--- config.mk ---
export PLATFORM = sky130hd
export DESIGN_NAME = bit_column_scheduler
export DESIGN_NICKNAME = d
export VERILOG_FILES = /design/src/rtl/bit_column_scheduler.sv
export SDC_FILE = /design/constraint.sdc
export NUM_CORES = 1
export LEC_CHECK = 0
export CAP_MARGIN = 20
export CORE_MARGIN = 5
export CORE_UTILIZATION = 49
export CTS_BUF_LIST = sky130_fd_sc_hd__clkbuf_4
export DETAILED_ROUTE_END_ITERATION = 10
export GPL_TIMING_DRIVEN = 0
export PLACE_DENSITY_LB_ADDON = 0.12
export SYNTH_ARGS = -nofsm -noshare
export SYNTH_HDL_FRONTEND = slang
export SYNTH_SLANG_ARGS = --single-unit
--- constraint.sdc ---
create_clock -name clk -period 2.6 [get_ports clk]
set_clock_uncertainty 0.15 [all_clocks]
set_input_delay 0.26 -clock clk [delete_from_list [all_inputs] [get_ports clk]]
set_output_delay 0.26 -clock clk [all_outputs]
set_load 0.005 [all_outputs]
--- src/rtl/bit_column_scheduler.sv ---
// bit_column_scheduler: walks each group's non-zero bit columns high to low, one shift offset per beat
module bit_column_scheduler #(
  parameter int COLS  = 7,
  parameter int OFF_W = 3,
  parameter int TAG_W = 4,
  parameter int DEPTH = 2
) (
  input  logic             clk,
  input  logic             rst,
  input  logic             in_valid,
  output logic             in_ready,
  input  logic [COLS-1:0]  in_index,
  input  logic [TAG_W-1:0] in_tag,
  output logic             out_valid,
  input  logic             out_ready,
  output logic [OFF_W-1:0] out_offset,
  output logic             out_last,
  output logic             out_empty,
  output logic [TAG_W-1:0] out_tag,
  output logic             busy,
  output logic [15:0]      stat_groups
);
  localparam int PW = DEPTH > 1 ? $clog2(DEPTH) : 1;
  localparam int CW = $clog2(DEPTH + 1);
  typedef enum logic {IDLE, RUN} state_t;
  state_t state, state_nxt;
  logic [COLS-1:0] mask, mask_nxt;
  logic [COLS-1:0] f_idx [DEPTH];
  logic [TAG_W-1:0] tag, tag_nxt;
  logic [TAG_W-1:0] f_tag [DEPTH];
  logic zflag, zflag_nxt;
  logic [PW-1:0] rd_ptr, wr_ptr;
  logic [CW-1:0] count;
  logic [OFF_W-1:0] hi;
  logic last, push, pop, hs, retire, nonempty;

  function automatic logic [PW-1:0] inc(input logic [PW-1:0] p);
    return p == PW'(DEPTH - 1) ? '0 : p + 1'b1;
  endfunction

  always_comb begin
    hi = '0;
    for (int i = 0; i < COLS; i++) hi = mask[i] ? OFF_W'(i) : hi;
  end

  assign last     = zflag | ~|(mask & (mask - 1'b1));
  assign nonempty = count != '0;
  assign in_ready = count < CW'(DEPTH);
  assign push     = in_valid & in_ready;
  assign hs       = state == RUN & out_ready;
  assign retire   = hs & last;
  assign pop      = nonempty & (state == IDLE | retire);
  assign busy     = state == RUN | nonempty;

  always_ff @(posedge clk or posedge rst)
    if (rst) begin
      state       <= IDLE;
      mask        <= '0;
      tag         <= '0;
      zflag       <= 1'b0;
      rd_ptr      <= '0;
      wr_ptr      <= '0;
      count       <= '0;
      stat_groups <= '0;
    end else begin
      state       <= state_nxt;
      mask        <= mask_nxt;
      tag         <= tag_nxt;
      zflag       <= zflag_nxt;
      rd_ptr      <= pop ? inc(rd_ptr) : rd_ptr;
      wr_ptr      <= push ? inc(wr_ptr) : wr_ptr;
      count       <= count + CW'(push) - CW'(pop);
      stat_groups <= stat_groups + 16'(retire);
    end

  always_ff @(posedge clk)
    if (push) begin
      f_idx[wr_ptr] <= in_index;
      f_tag[wr_ptr] <= in_tag;
    end

  always_comb begin
    state_nxt = pop ? RUN : retire ? IDLE : state;
    mask_nxt  = pop ? f_idx[rd_ptr] : retire ? '0 : hs ? mask & ~(COLS'(1) << hi) : mask;
    tag_nxt   = pop ? f_tag[rd_ptr] : retire ? '0 : tag;
    zflag_nxt = pop ? f_idx[rd_ptr] == '0 : retire ? 1'b0 : zflag;
  end

  always_comb begin
    out_valid  = state == RUN;
    out_offset = out_valid && !zflag ? hi : '0;
    out_last   = out_valid & last;
    out_empty  = out_valid & zflag;
    out_tag    = out_valid ? tag : '0;
  end
endmodule

## Word level (Yosys, flattened, before mapping)

Memory sizes are Yosys's and may differ from the RTL's.
Index checks and enable logic that the tools add are counted.

- Add/sub/neg operators: 6
- $lt $le $gt $ge: 1
- Shift operators: 1
- Multiplexer cells: 20
- Bitwise logic cells: 13
- Reductions and logical operators: 8

Operator list:

| operator | count |
|---|---|
| 7-bit two-way mux | 3 |
| 16-bit by 1-bit adder with 16-bit output | 1 |
| 7-bit bitwise AND | 2 |
| 3-bit two-way mux | 4 |
| 4-bit two-way mux | 3 |
| 1-bit two-way mux | 8 |
| 7-bit zero test | 1 |
| 7-bit inverter | 1 |
| 7-bit OR reduction | 1 |
| 1-bit by 3-bit << shifter with 7-bit output (first input constant) | 1 |
| 7-bit by 1-bit subtractor with 7-bit output (second input constant) | 1 |
| 1-bit bitwise AND | 6 |
| 2-bit two-way mux | 2 |
| 2-bit nonzero test | 2 |
| 1-bit OR | 3 |
| 3-bit nonzero test | 1 |
| 1-bit adder (second input constant) | 2 |
| 2-bit by 1-bit adder with 2-bit output | 1 |
| 1-bit zero test | 2 |
| 2-bit less-than comparator (second input constant) | 1 |
| 2-bit by 1-bit subtractor with 2-bit output | 1 |
| 1-bit logical AND | 1 |
| 1-bit inverter | 1 |

- Flip-flop bits (word level): 33
- RAM bits: 22
- Word-level logic and storage cells: 59
- Memories: 2

Memory list:

| memory | words | width | read ports | clocked after memory_dff | wr ports | line | RTL |
|---|---|---|---|---|---|---|---|
| f_idx | 2 | 7 | 1 | 0 | 1 | 28 | `logic [COLS-1:0] f_idx [DEPTH];` |
| f_tag | 2 | 4 | 1 | 0 | 1 | 30 | `logic [TAG_W-1:0] f_tag [DEPTH];` |

## Depth between registers and ports, before layout

Gate-level depths: netlist (run 1).

- Word-level depth: 12
- Depth in mapped cells: 11
- Depth with buffers taken out: 10

## Worst setup path after synthesis (run 1)

OpenSTA, ideal clock, no wires.

- Path type: register to register
- Start point: register mask[2]
- End point: register stat_groups[14]
- Arrival: 2.270 ns
- Required time: 2.327 ns
- Slack: 0.056 ns
- Stages on the path, launching flop included: 11
- Buffers on the path: 0
- Clock period less this slack: 2.544 ns
- Path through: dfrtp_1 or3_1 maj3_2 nor2_4 nor2_1 nor2_1 ha_1 nand2_1 nor3_1 nand3_1 xnor2_1

- Longest elaborated chain between the ends: 7

Ends and longest elaborated chain:

| item | line | RTL |
|---|---|---|
| from (decl) | 27 | `logic [COLS-1:0] mask, mask_nxt;` |
| from (signal assigned) | 67 | `mask <= mask_nxt;` |
| 7-bit by 1-bit subtractor with 7-bit output | 46 | `assign last = zflag \| ~\|(mask & (mask - 1'b1));` |
| 7-bit bitwise AND (*) | 46 |  |
| 7-bit OR reduction (*) | 46 |  |
| 1-bit zero test (*) | 46 |  |
| 1-bit OR (*) | 46 |  |
| 1-bit bitwise AND (*) | 51 | `assign retire = hs & last;` |
| 16-bit by 1-bit adder with 16-bit output (*) | 73 | `stat_groups <= stat_groups + 16'(retire);` |
| to (signal assigned) | 73 |  |
| to (decl) | 21 | `output logic [15:0] stat_groups` |

Every way passes the cells marked *; elsewhere a longest branch is shown, timed or not.
A chain may end at the register's enable or synchronous reset.

## Worst setup path in the final report (run 1)

Ends and elaborated chain as after synthesis.

==> results.ini, run 1 <==
[synthesis]
syn_area_um2=2380
synth_edf_count=22
synth-main-ff-cell=dfrtp_1
ys_ff_latch=55
synth_seq_area_share_pct=62.4
yosysUniqueCellTypes=39
synth_most_common_cell=dfrtp_1
synth_area_leaders=dfrtp_1 (35%), edfxtp_1 (28%), xnor2_1 (5.5%)
synthCells=189
ys_async_sr_fraction_pct=60.0
synth_top_area_cell=dfrtp_1
avgSynthCellArea_um2=12.6
yosys_warnings=0
synth_top_area_share_pct=34.6
syn-num-nets=208
synthTopCellsByCount=dfrtp_1 (33), edfxtp_1 (22), xnor2_1 (15)

[setup_path]
cp_top_family=simple AND/OR/NAND/NOR gates
cp.arrival_ps=2650
cp_max_fo=4
worstSetupEndpointType=flip-flop
regToRegSetupSlack_ps=70
crit_chain=or3_4 > maj3_2 > nor2_4 > nor2_2 > nor2_2 > ha_2 > nand2_4 > nor3_4 > nand3_2 > xnor2_1
crit_path_frequent_cell=nor2_2
critPathKind=reg -> reg
max_stage_delay_ps=440
critPathSlowestCell=dfrtp_2
start_kind=flip-flop
critPathRequiredTime_ps=2720
critical_path_buf_inv_count=0

[layout]
fill_cells=369
areaGrowthSynthToFinish_pct=30.4
final_area_um2=3110
final_core_util_pct=65.8
drive_above_1_share_pct=16.2
fin_nets=265
diodes=0

[sta]
rsz0062_at_grt=true
max_slew_margin_pct=36.7
fin_setup_tns_ps=0
hold-worst-slack_ps=149
max_freq_mhz=394
final_hold_viol_count=0
finalMaxSlewViolations=0
setup-violations-final=0
tightest_slew_ps=946
min_period_ps=2530
fin_crit_sh_pct=97.5

[global_route]
grt_antenna_before_repair=0
use_met2_pct=25.8
grt_pass1_vias=1629
grt.total_usage_pct=14.9
busiest_layer=met2
globalRouteMet1Util_pct=18.0
grtUsageMet3_pct=4.18
grt_max_degree=18
grt_pass1_wl_mm=7.40
grt_overflow=0

[run]
maxCapViolCount=0

[routing]
drc=0
antenna_left=0
wl_per_cell_um=14.0
first_iter_violations=73
dr.pass1.iters=4
vias=1633
wirelength_mm=4.38
viasPerCell=5.20

[clock_network]
clkTransAtPathRegs_ps=140
cts_buffers=5
cts_root_buf=clkbuf_4
clock_path_buffers=2
htree_num_levels=2
cts_sinks=55
clock_latency_ps=360
cts_tree=yes

[floorplanning]
rows=25
core_um2=4720
fp.dieW_um=79.7
io_pins=43
start_util_pct=50.5
die-area_um2=6360
die-height_um=79.7

[power]
p_total_uw=3100
peakVddDrop_uv=440
power.density_nw_per_um2=997
p_leak_uw=0.00126

[worst_hold_path]
worstHoldPathType=in -> async

[placement]
place_congestion=0.863
dp_hpwl_mm=3.21
placed_area_um2=2920
portBuffers=42

[outcome]
outcome=completed

==> placed cells by master, fill, tap and decap left out, drive strengths merged <==
cell type	instances
nor2	13
clkinv	2
or4	1
nand4	6
nor4	1
clkdlybuf4s50	41
or3	2
ha	4
clkbuf	9
nor3	3
dlygate4sd2	1
o2bb2ai	5
inv	7
or2	1
and3	2
a31o	1
a221oi	1
nand3	7
maj3	1
a22oi	1
buf	9
a31oi	1
xor2	4
and2	5
o221ai	2
nor2b	3
o21ai	8
o41ai	1
edfxtp	22
a21oi	3
nand2b	2
o31ai	1
nand2	14
mux2i	11
o21a	1
o22ai	3
dfrtp	33
xnor2	15
==> stage by stage <==
stage / cells / setup slack (ps)
finish: 314 / 65.1
global route: 314 / -33.4
CTS: 312 / 27.5
detailed placement: 299 / -239
global placement: 298 / -211
floorplan: 189 / 56.2
==> path summary, 6_finish.rpt <==
kind / cells past startpoint / to / start
worst max-delay path: 10 / stat_groups[14] / mask[2]
worst min-delay path: 2 / stat_groups[9] / rst
worst max register to register: 10 / stat_groups[14] / mask[2]
worst min register to register: 1 / stat_groups[15] / stat_groups[15]
max in group asynchronous: 3 / mask[3] / rst
min in group clk: 1 / f_idx[0][4] / in_index[4]
==> area by class of cell <==
cell class	count	area (µm²)	area share, %
Clock inverter	2	7.51	0.242
Inverter	7	26.3	0.845
Sequential cell	55	1490	48.0
Buffer	4	22.5	0.725
Tap cell	67	83.8	2.70
Multi-Input combinational cell	123	932	30.0
Clock buffer	6	45.0	1.45
Timing Repair Buffer	50	499	16.1
==> state kept, by name, summed over array words and instances, names as in the netlist <==
name,cells
wr_ptr,1
out_valid,1
f_tag,8
zflag,1
mask,7
tag,4
stat_groups,16
rd_ptr,1
count,2
f_idx,14
==> routing by layer <==
layer	vias to the layer above	share of wire, %	wire length, µm
met3	5	6.3	275
met4	0	0.82	36
met5	-	0	0
met1	794	42	1860
met2	44	50	2210
li1	790	-	-
==> what timing repair did <==
| action | CTS | global route |
|---|---|---|
| hold buffers | 0 | 0 |
| pin swaps | 3 | 4 |
| setup buffers | 5 | 2 |
| setup endpoints to repair | 8 | 10 |
| resized for setup | 8 | 16 |
==> power breakdown <==
| group | internal, µW | switching (µW) |
|---|---|---|
| Clock | 111 | 240 |
| Combinational | 767 | 682 |
| Sequential | 1140 | 159 |
| Total | 2020 | 1080 |
==> kinds of logic (layout without fill, tap and decap cells) <==
logic type                 Yosys count  in the layout  synth area share [%]
xor gates and xnor gates            19             19                  6.98
AOI/OAI and AO/OA                   28             28                  8.66
adders and majority gates            5              5                  2.57
DFF                                 55             55                  62.4
muxes                               11             11                  4.62
buffers and inverters               11             69                  2.05
and+or+nand+nor                     60             60                  12.8
Power figures use the tool's default switching activity.
==> run 2: changes to the inputs <==
--- a/config.mk
+++ b/config.mk
@@ -6,8 +6,10 @@
 export NUM_CORES = 1
 export LEC_CHECK = 0
 export CAP_MARGIN = 20
+export CELL_PAD_IN_SITES_DETAIL_PLACEMENT = 1
+export CELL_PAD_IN_SITES_GLOBAL_PLACEMENT = 2
 export CORE_MARGIN = 5
-export CORE_UTILIZATION = 49
+export CORE_UTILIZATION = 33
 export CTS_BUF_LIST = sky130_fd_sc_hd__clkbuf_4
 export DETAILED_ROUTE_END_ITERATION = 10
 export GPL_TIMING_DRIVEN = 0
==> results.ini, run 2 (synthesized netlist as in run 1, its figures left out) <==
[sta]
max_slew_margin_pct=52.3  ; was 36.7%
fin_crit_sh_pct=101  ; was 97.5%
finalMaxSlewViolations=0  ; unchanged
setup_ws_ps=-28.0  ; was 65.1 ps
final_hold_viol_count=0  ; unchanged
rsz0062_at_grt=true  ; unchanged
setup-violations-final=1  ; was 0
tightest_slew_ps=714  ; was 946 ps
max_freq_mhz=381  ; was 394 MHz
min_period_ps=2630  ; was 2530 ps

[layout]
regMostFlops=stat_groups  ; unchanged
diodes=0  ; unchanged
final_area_um2=3200  ; was 3110 µm²
areaGrowthSynthToFinish_pct=34.2  ; was 30.4%
layout.cells.non_filler=350  ; was 314
final_cell_mix=clkdlybuf4s50_1 (39), dfrtp_1 (29), edfxtp_1 (22), xnor2_1 (13), nand2_1 (12)  ; was clkdlybuf4s50_1 (41), dfrtp_1 (29), edfxtp_1 (22), xnor2_1 (15), nand2_1 (12)
layout_commonest_cell=clkdlybuf4s50_1  ; unchanged
top_regs=stat_groups (16), f_idx (14), f_tag (8)  ; unchanged
largest_register_ffs=16  ; unchanged
fin_nets=269  ; was 265
drive_above_1_share_pct=19.9  ; was 16.2%

[setup_path]
worstSetupEndpointType=flip-flop  ; unchanged
crit_chain=or3_4 > maj3_2 > nor2_4 > nor2_4 > nor2_2 > ha_2 > nand2_4 > nor3_4 > nand3_2 > xnor2_2  ; was or3_4 > maj3_2 > nor2_4 > nor2_2 > nor2_2 > ha_2 > nand2_4 > nor3_4 > nand3_2 > xnor2_1
crit_path_frequent_cell=nor2_4  ; was nor2_2
cp.arrival_ps=2780  ; was 2650 ps
critPathSlowestCell=dfrtp_2  ; unchanged
max_stage_delay_ps=450  ; was 440 ps
critPathKind=reg -> reg  ; unchanged
cp_max_fo=3  ; was 4
start_kind=flip-flop  ; unchanged
critPathRequiredTime_ps=2750  ; was 2720 ps

[global_route]
grt_pass1_wl_mm=9.22  ; was 7.40 mm
grt_antenna_before_repair=0  ; unchanged
grt_pass1_vias=1793  ; was 1,629
grt_max_degree=34  ; was 18
grt.total_usage_pct=13.4  ; was 14.9%
grt_overflow=0  ; unchanged

[power]
power.density_nw_per_um2=1050  ; was 997 nW/µm²
power_switching_share_pct=37.2  ; was 34.9%
p_clk_share_pct=12.6  ; was 11.3%
peakVddDrop_uv=392  ; was 440 µV
p_int_uw=2110  ; was 2020 µW
seq_power_share_pct=38.8  ; was 41.9%
p_comb_share_pct=48.6  ; was 46.8%
p_switching_uw=1250  ; was 1080 µW
p_leak_uw=0.00130  ; was 0.00126 µW

[clock_network]
clock_latency_ps=400  ; was 360 ps
clock_path_buffers=2  ; unchanged
cts_root_buf=clkbuf_4  ; unchanged
cts_tree=yes  ; unchanged
cts_sinks=55  ; unchanged
cts_buffers=5  ; unchanged
clkTransAtPathRegs_ps=190  ; was 140 ps
htree_num_levels=2  ; unchanged

[placement]
dp_hpwl_mm=3.85  ; was 3.21 mm
portBuffers=42  ; unchanged
placed_area_um2=2930  ; was 2920 µm²
placedCellCount=330  ; was 299
place_congestion=0.737  ; was 0.863

[routing]
drc=0  ; unchanged
vias=1657  ; was 1,633
viasPerCell=4.73  ; was 5.20
wirelength_mm=5.61  ; was 4.38 mm
dr.pass1.iters=4  ; unchanged
wl_per_cell_um=16.0  ; was 14.0 µm
antenna_left=0  ; unchanged
first_iter_violations=50  ; was 73

[outcome]
outcome=finished with violations  ; was completed
failed_checks=setup timing

[floorplanning]
fp.dieW_um=95.0  ; was 79.7 µm
die-height_um=95.0  ; was 79.7 µm
start_util_pct=33.4  ; was 50.5%
die-area_um2=9020  ; was 6360 µm²
io_pins=43  ; unchanged
rows=31  ; was 25
core_um2=7140  ; was 4720 µm²

[worst_hold_path]
worstHoldPathType=in -> async  ; unchanged

[run]
maxCapViolCount=0  ; unchanged

-- run 2: worst paths after layout --
check                                  from              end  slack (ps)  depth (start not counted)
worst min register to register       wr_ptr           wr_ptr         350                          1
worst min-delay path                    rst          mask[1]         120                          2
max in group asynchronous               rst          mask[6]        1680                          2
worst max register to register      mask[5]  stat_groups[14]         -30                         10
min in group clk                in_index[4]      f_idx[0][4]         270                          1
worst max-delay path                mask[5]  stat_groups[14]         -30                         10
-- run 2: power groups by stage --
stage | Sequential, µW | Combinational (µW) | Clock, µW
global route | 1340 | 1800 | 463
floorplan | 1290 | 813 | 0
CTS | 1300 | 1510 | 441
global placement | 1340 | 1310 | 0
detailed placement | 1340 | 1340 | 0
finish | 1300 | 1630 | 424
-- run 2: final cells by class --
type                    count  area [µm²]
flip-flops and latches     55        1490
inverters                   7        26.3
clock buffers               5        37.5
multi-input cells         123         950
fillers                   783        3940
plain buffers               3        11.3
clock inverters             3        27.5
well taps                  99         124
repair buffers             55         531
-- run 2: what timing repair did --
item,CTS,global route
pin swaps,4,9
hold buffers,0,0
endpoints found under the setup margin,12,8
resized for setup,12,20
buffers inserted,8,4
-- run 2: worst max-delay path: cells and delay by family, from the launching register on --
family / cells / cell delay (ps)
and+or+nand+nor: 7 / 1210
xor gates and xnor gates: 1 / 160
adders and majority gates: 2 / 550
DFF: 1 / 450
-- run 2: stage by stage --
stage	TNS, ps	hold slack, ps	power [µW]	util [%]	setup WS [ps]
4_1_cts	-28.3	137	3250	43.4	-28.3
6_report	-28.0	120	3360	44.8	-28.0
3_5_place_dp	-1730	316	2680	41.0	-328
5_1_grt	-339	212	3600	44.8	-115
3_3_place_gp	-1580	313	2650	41.0	-314
2_1_floorplan	0	209	2100	-	56.2
-- run 2: layer usage --
layer  wire length, µm  global-route usage, %  up-vias  part of all wire, %
li1                  -                      -      795                    -
met1              2690                   17.9      826                   48
met2              2680                   22.0       30                   48
met3               163                   2.87        6                  2.9
met4                65                   3.97        0                  1.2
met5                 0                      0        -                    0
==> run 3: changes to the inputs <==
--- a/config.mk
+++ b/config.mk
@@ -17,3 +17,4 @@
 export SYNTH_ARGS = -nofsm -noshare
 export SYNTH_HDL_FRONTEND = slang
 export SYNTH_SLANG_ARGS = --single-unit
+export TNS_END_PERCENT = 1
==> results.ini, run 3 (synthesized netlist as in run 1, its figures left out) <==
[sta]
finalMaxSlewViolations=0  ; unchanged
rsz0062_at_grt=true  ; unchanged
min_period_ps=2600  ; was 2630 ps
max_freq_mhz=384  ; was 381 MHz
final_hold_viol_count=0  ; unchanged
fin_crit_sh_pct=100  ; was 101%
max_slew_margin_pct=52.4  ; was 52.3%
tightest_slew_ps=713  ; was 714 ps
setup_ws_ps=-3.48  ; was -28.0 ps
hold-worst-slack_ps=128  ; was 120 ps
setup-violations-final=1  ; unchanged

[clock_network]
clock_path_buffers=2  ; unchanged
cts_buffers=5  ; unchanged
cts_tree=yes  ; unchanged
cts_sinks=55  ; unchanged
cts_hold_buf=0  ; unchanged
clock_latency_ps=400  ; about the same
htree_num_levels=2  ; unchanged
cts_root_buf=clkbuf_4  ; unchanged
clkTransAtPathRegs_ps=180  ; was 190 ps

[routing]
antenna_left=0  ; unchanged
wirelength_mm=5.55  ; was 5.61 mm
drc=0  ; unchanged
wl_per_cell_um=15.9  ; was 16.0 µm
viasPerCell=4.78  ; was 4.73
vias=1672  ; was 1,657
first_iter_violations=50  ; unchanged
dr.pass1.iters=4  ; unchanged

[global_route]
grt_overflow=0  ; unchanged
grt.total_usage_pct=13.4  ; about the same
grt_max_degree=34  ; unchanged
grtUsageMet3_pct=2.95  ; was 2.87%
use_met2_pct=22.1  ; was 22.0%
grt_pass1_vias=1794  ; was 1,793
grt_antenna_before_repair=0  ; unchanged
globalRouteMet1Util_pct=17.7  ; was 17.9%
busiest_layer=met2  ; unchanged
grt_pass1_wl_mm=9.23  ; was 9.22 mm

[outcome]
failed_checks=setup timing  ; unchanged
outcome=finished with violations  ; unchanged

[layout]
largest_register_ffs=16  ; unchanged
final_area_um2=3170  ; was 3200 µm²
layout_commonest_cell=clkdlybuf4s50_1  ; unchanged
drive_above_1_share_pct=17.5  ; was 19.9%
layout.cells.non_filler=350  ; unchanged
final_cell_mix=clkdlybuf4s50_1 (41), dfrtp_1 (29), edfxtp_1 (22), xnor2_1 (14), nand2_1 (12)  ; was clkdlybuf4s50_1 (39), dfrtp_1 (29), edfxtp_1 (22), xnor2_1 (13), nand2_1 (12)
final_core_util_pct=44.4  ; was 44.8%
diodes=0  ; unchanged
regMostFlops=stat_groups  ; unchanged
top_regs=stat_groups (16), f_idx (14), f_tag (8)  ; unchanged
fin_nets=269  ; unchanged
areaGrowthSynthToFinish_pct=33.0  ; was 34.2%

[power]
power.density_nw_per_um2=1040  ; was 1050 nW/µm²
seq_power_share_pct=39.7  ; was 38.8%
p_int_uw=2070  ; was 2110 µW
p_clk_share_pct=12.7  ; was 12.6%
p_leak_uw=0.00128  ; was 0.00130 µW
power_switching_share_pct=37.0  ; was 37.2%
p_switching_uw=1210  ; was 1250 µW
p_comb_share_pct=47.6  ; was 48.6%
peakVddDrop_uv=401  ; was 392 µV

[setup_path]
critPathRequiredTime_ps=2750  ; about the same
start_kind=flip-flop  ; unchanged
critPathSlowestCell=dfrtp_2  ; unchanged
max_stage_delay_ps=460  ; was 450 ps
worstSetupEndpointType=flip-flop  ; unchanged
cp_max_fo=3  ; unchanged
crit_path_frequent_cell=nor2_2  ; was nor2_4
critPathKind=reg -> reg  ; unchanged
cp.arrival_ps=2750  ; was 2780 ps
crit_chain=or3_1 > maj3_2 > nor2_4 > nor2_2 > nor2_2 > ha_2 > nand2_4 > nor3_4 > nand3_2 > xnor2_2  ; was or3_4 > maj3_2 > nor2_4 > nor2_4 > nor2_2 > ha_2 > nand2_4 > nor3_4 > nand3_2 > xnor2_2
rr_worst_depth=10  ; unchanged

[placement]
pre_cts_ws_ps=-328  ; unchanged
place_congestion=0.737  ; unchanged
placed_area_um2=2930  ; unchanged
portBuffers=42  ; unchanged
placedCellCount=330  ; unchanged
dp_hpwl_mm=3.85  ; unchanged

[floorplanning]
fp.dieW_um=95.0  ; unchanged
rows=31  ; unchanged
start_util_pct=33.4  ; unchanged
io_pins=43  ; unchanged
die-height_um=95.0  ; unchanged
die-area_um2=9020  ; unchanged
core_um2=7140  ; unchanged

[run]
maxCapViolCount=0  ; unchanged

[worst_hold_path]
worstHoldPathType=in -> async  ; unchanged

==> run 3: what timing repair did <==
item | in CTS | in global routing
gates resized for setup | 13 | 9
pin swaps | 3 | 6
setup buffers | 6 | 6
setup endpoints to repair | 12 | 12
==> run 3: power groups by stage <==
| stage | Combinational, µW | Sequential [µW] | Clock, µW |
|---|---|---|---|
| 2_1_floorplan | 813 | 1290 | 0 |
| 3_3_place_gp | 1310 | 1340 | 0 |
| 3_5_place_dp | 1340 | 1340 | 0 |
| 4_1_cts | 1490 | 1300 | 441 |
| 5_1_grt | 1730 | 1330 | 463 |
| 6_report | 1560 | 1300 | 417 |
==> run 3: final timing paths <==
path | startpoint | endpoint | slack, ps
hold reg to reg | stat_groups[15] | stat_groups[15] | 340
setup / recovery | mask[2] | stat_groups[14] | -3
setup reg to reg | mask[2] | stat_groups[14] | -3
hold / removal | rst | mask[1] | 130
max in group asynchronous | rst | mask[6] | 1670
min in group clk | in_index[4] | f_idx[0][4] | 280
==> run 3: cell type report <==
| type | count | area (µm²) |
|---|---|---|
| fill | 796 | 3970 |
| sequential | 55 | 1490 |
| multi-input combinational | 123 | 928 |
| timing repair buffer | 55 | 524 |
| tap | 99 | 124 |
| clock buffer | 5 | 37.5 |
| clock inverter | 3 | 27.5 |
| inverter | 7 | 26.3 |
| buffer | 3 | 11.3 |
==> run 3: stage by stage <==
step,total power (µW),setup TNS [ps]
after global placement,2650,-1580
after CTS,3230,-79.0
final,3280,-3.48
after global routing,3530,-263
after floorplan,2100,0
after detailed placement,2680,-1730
==> run 3: layer usage <==
layer  up-vias  routed length, µm  share of wire [%]
met5         -                  0                  0
met4         0                 67                1.2
met3         6                141                2.5
met2        26               2680                 48
met1       841               2660                 48
li1        799                  -                  -
==> run 3: worst max-delay path: cells and delay by family, from the launching register on <==
kind                     cells  cell delay, ps
AND/OR/NAND/NOR              7            1180
adder cells (fa/ha/maj)      2             550
flip-flops                   1             460
XOR/XNOR                     1             160
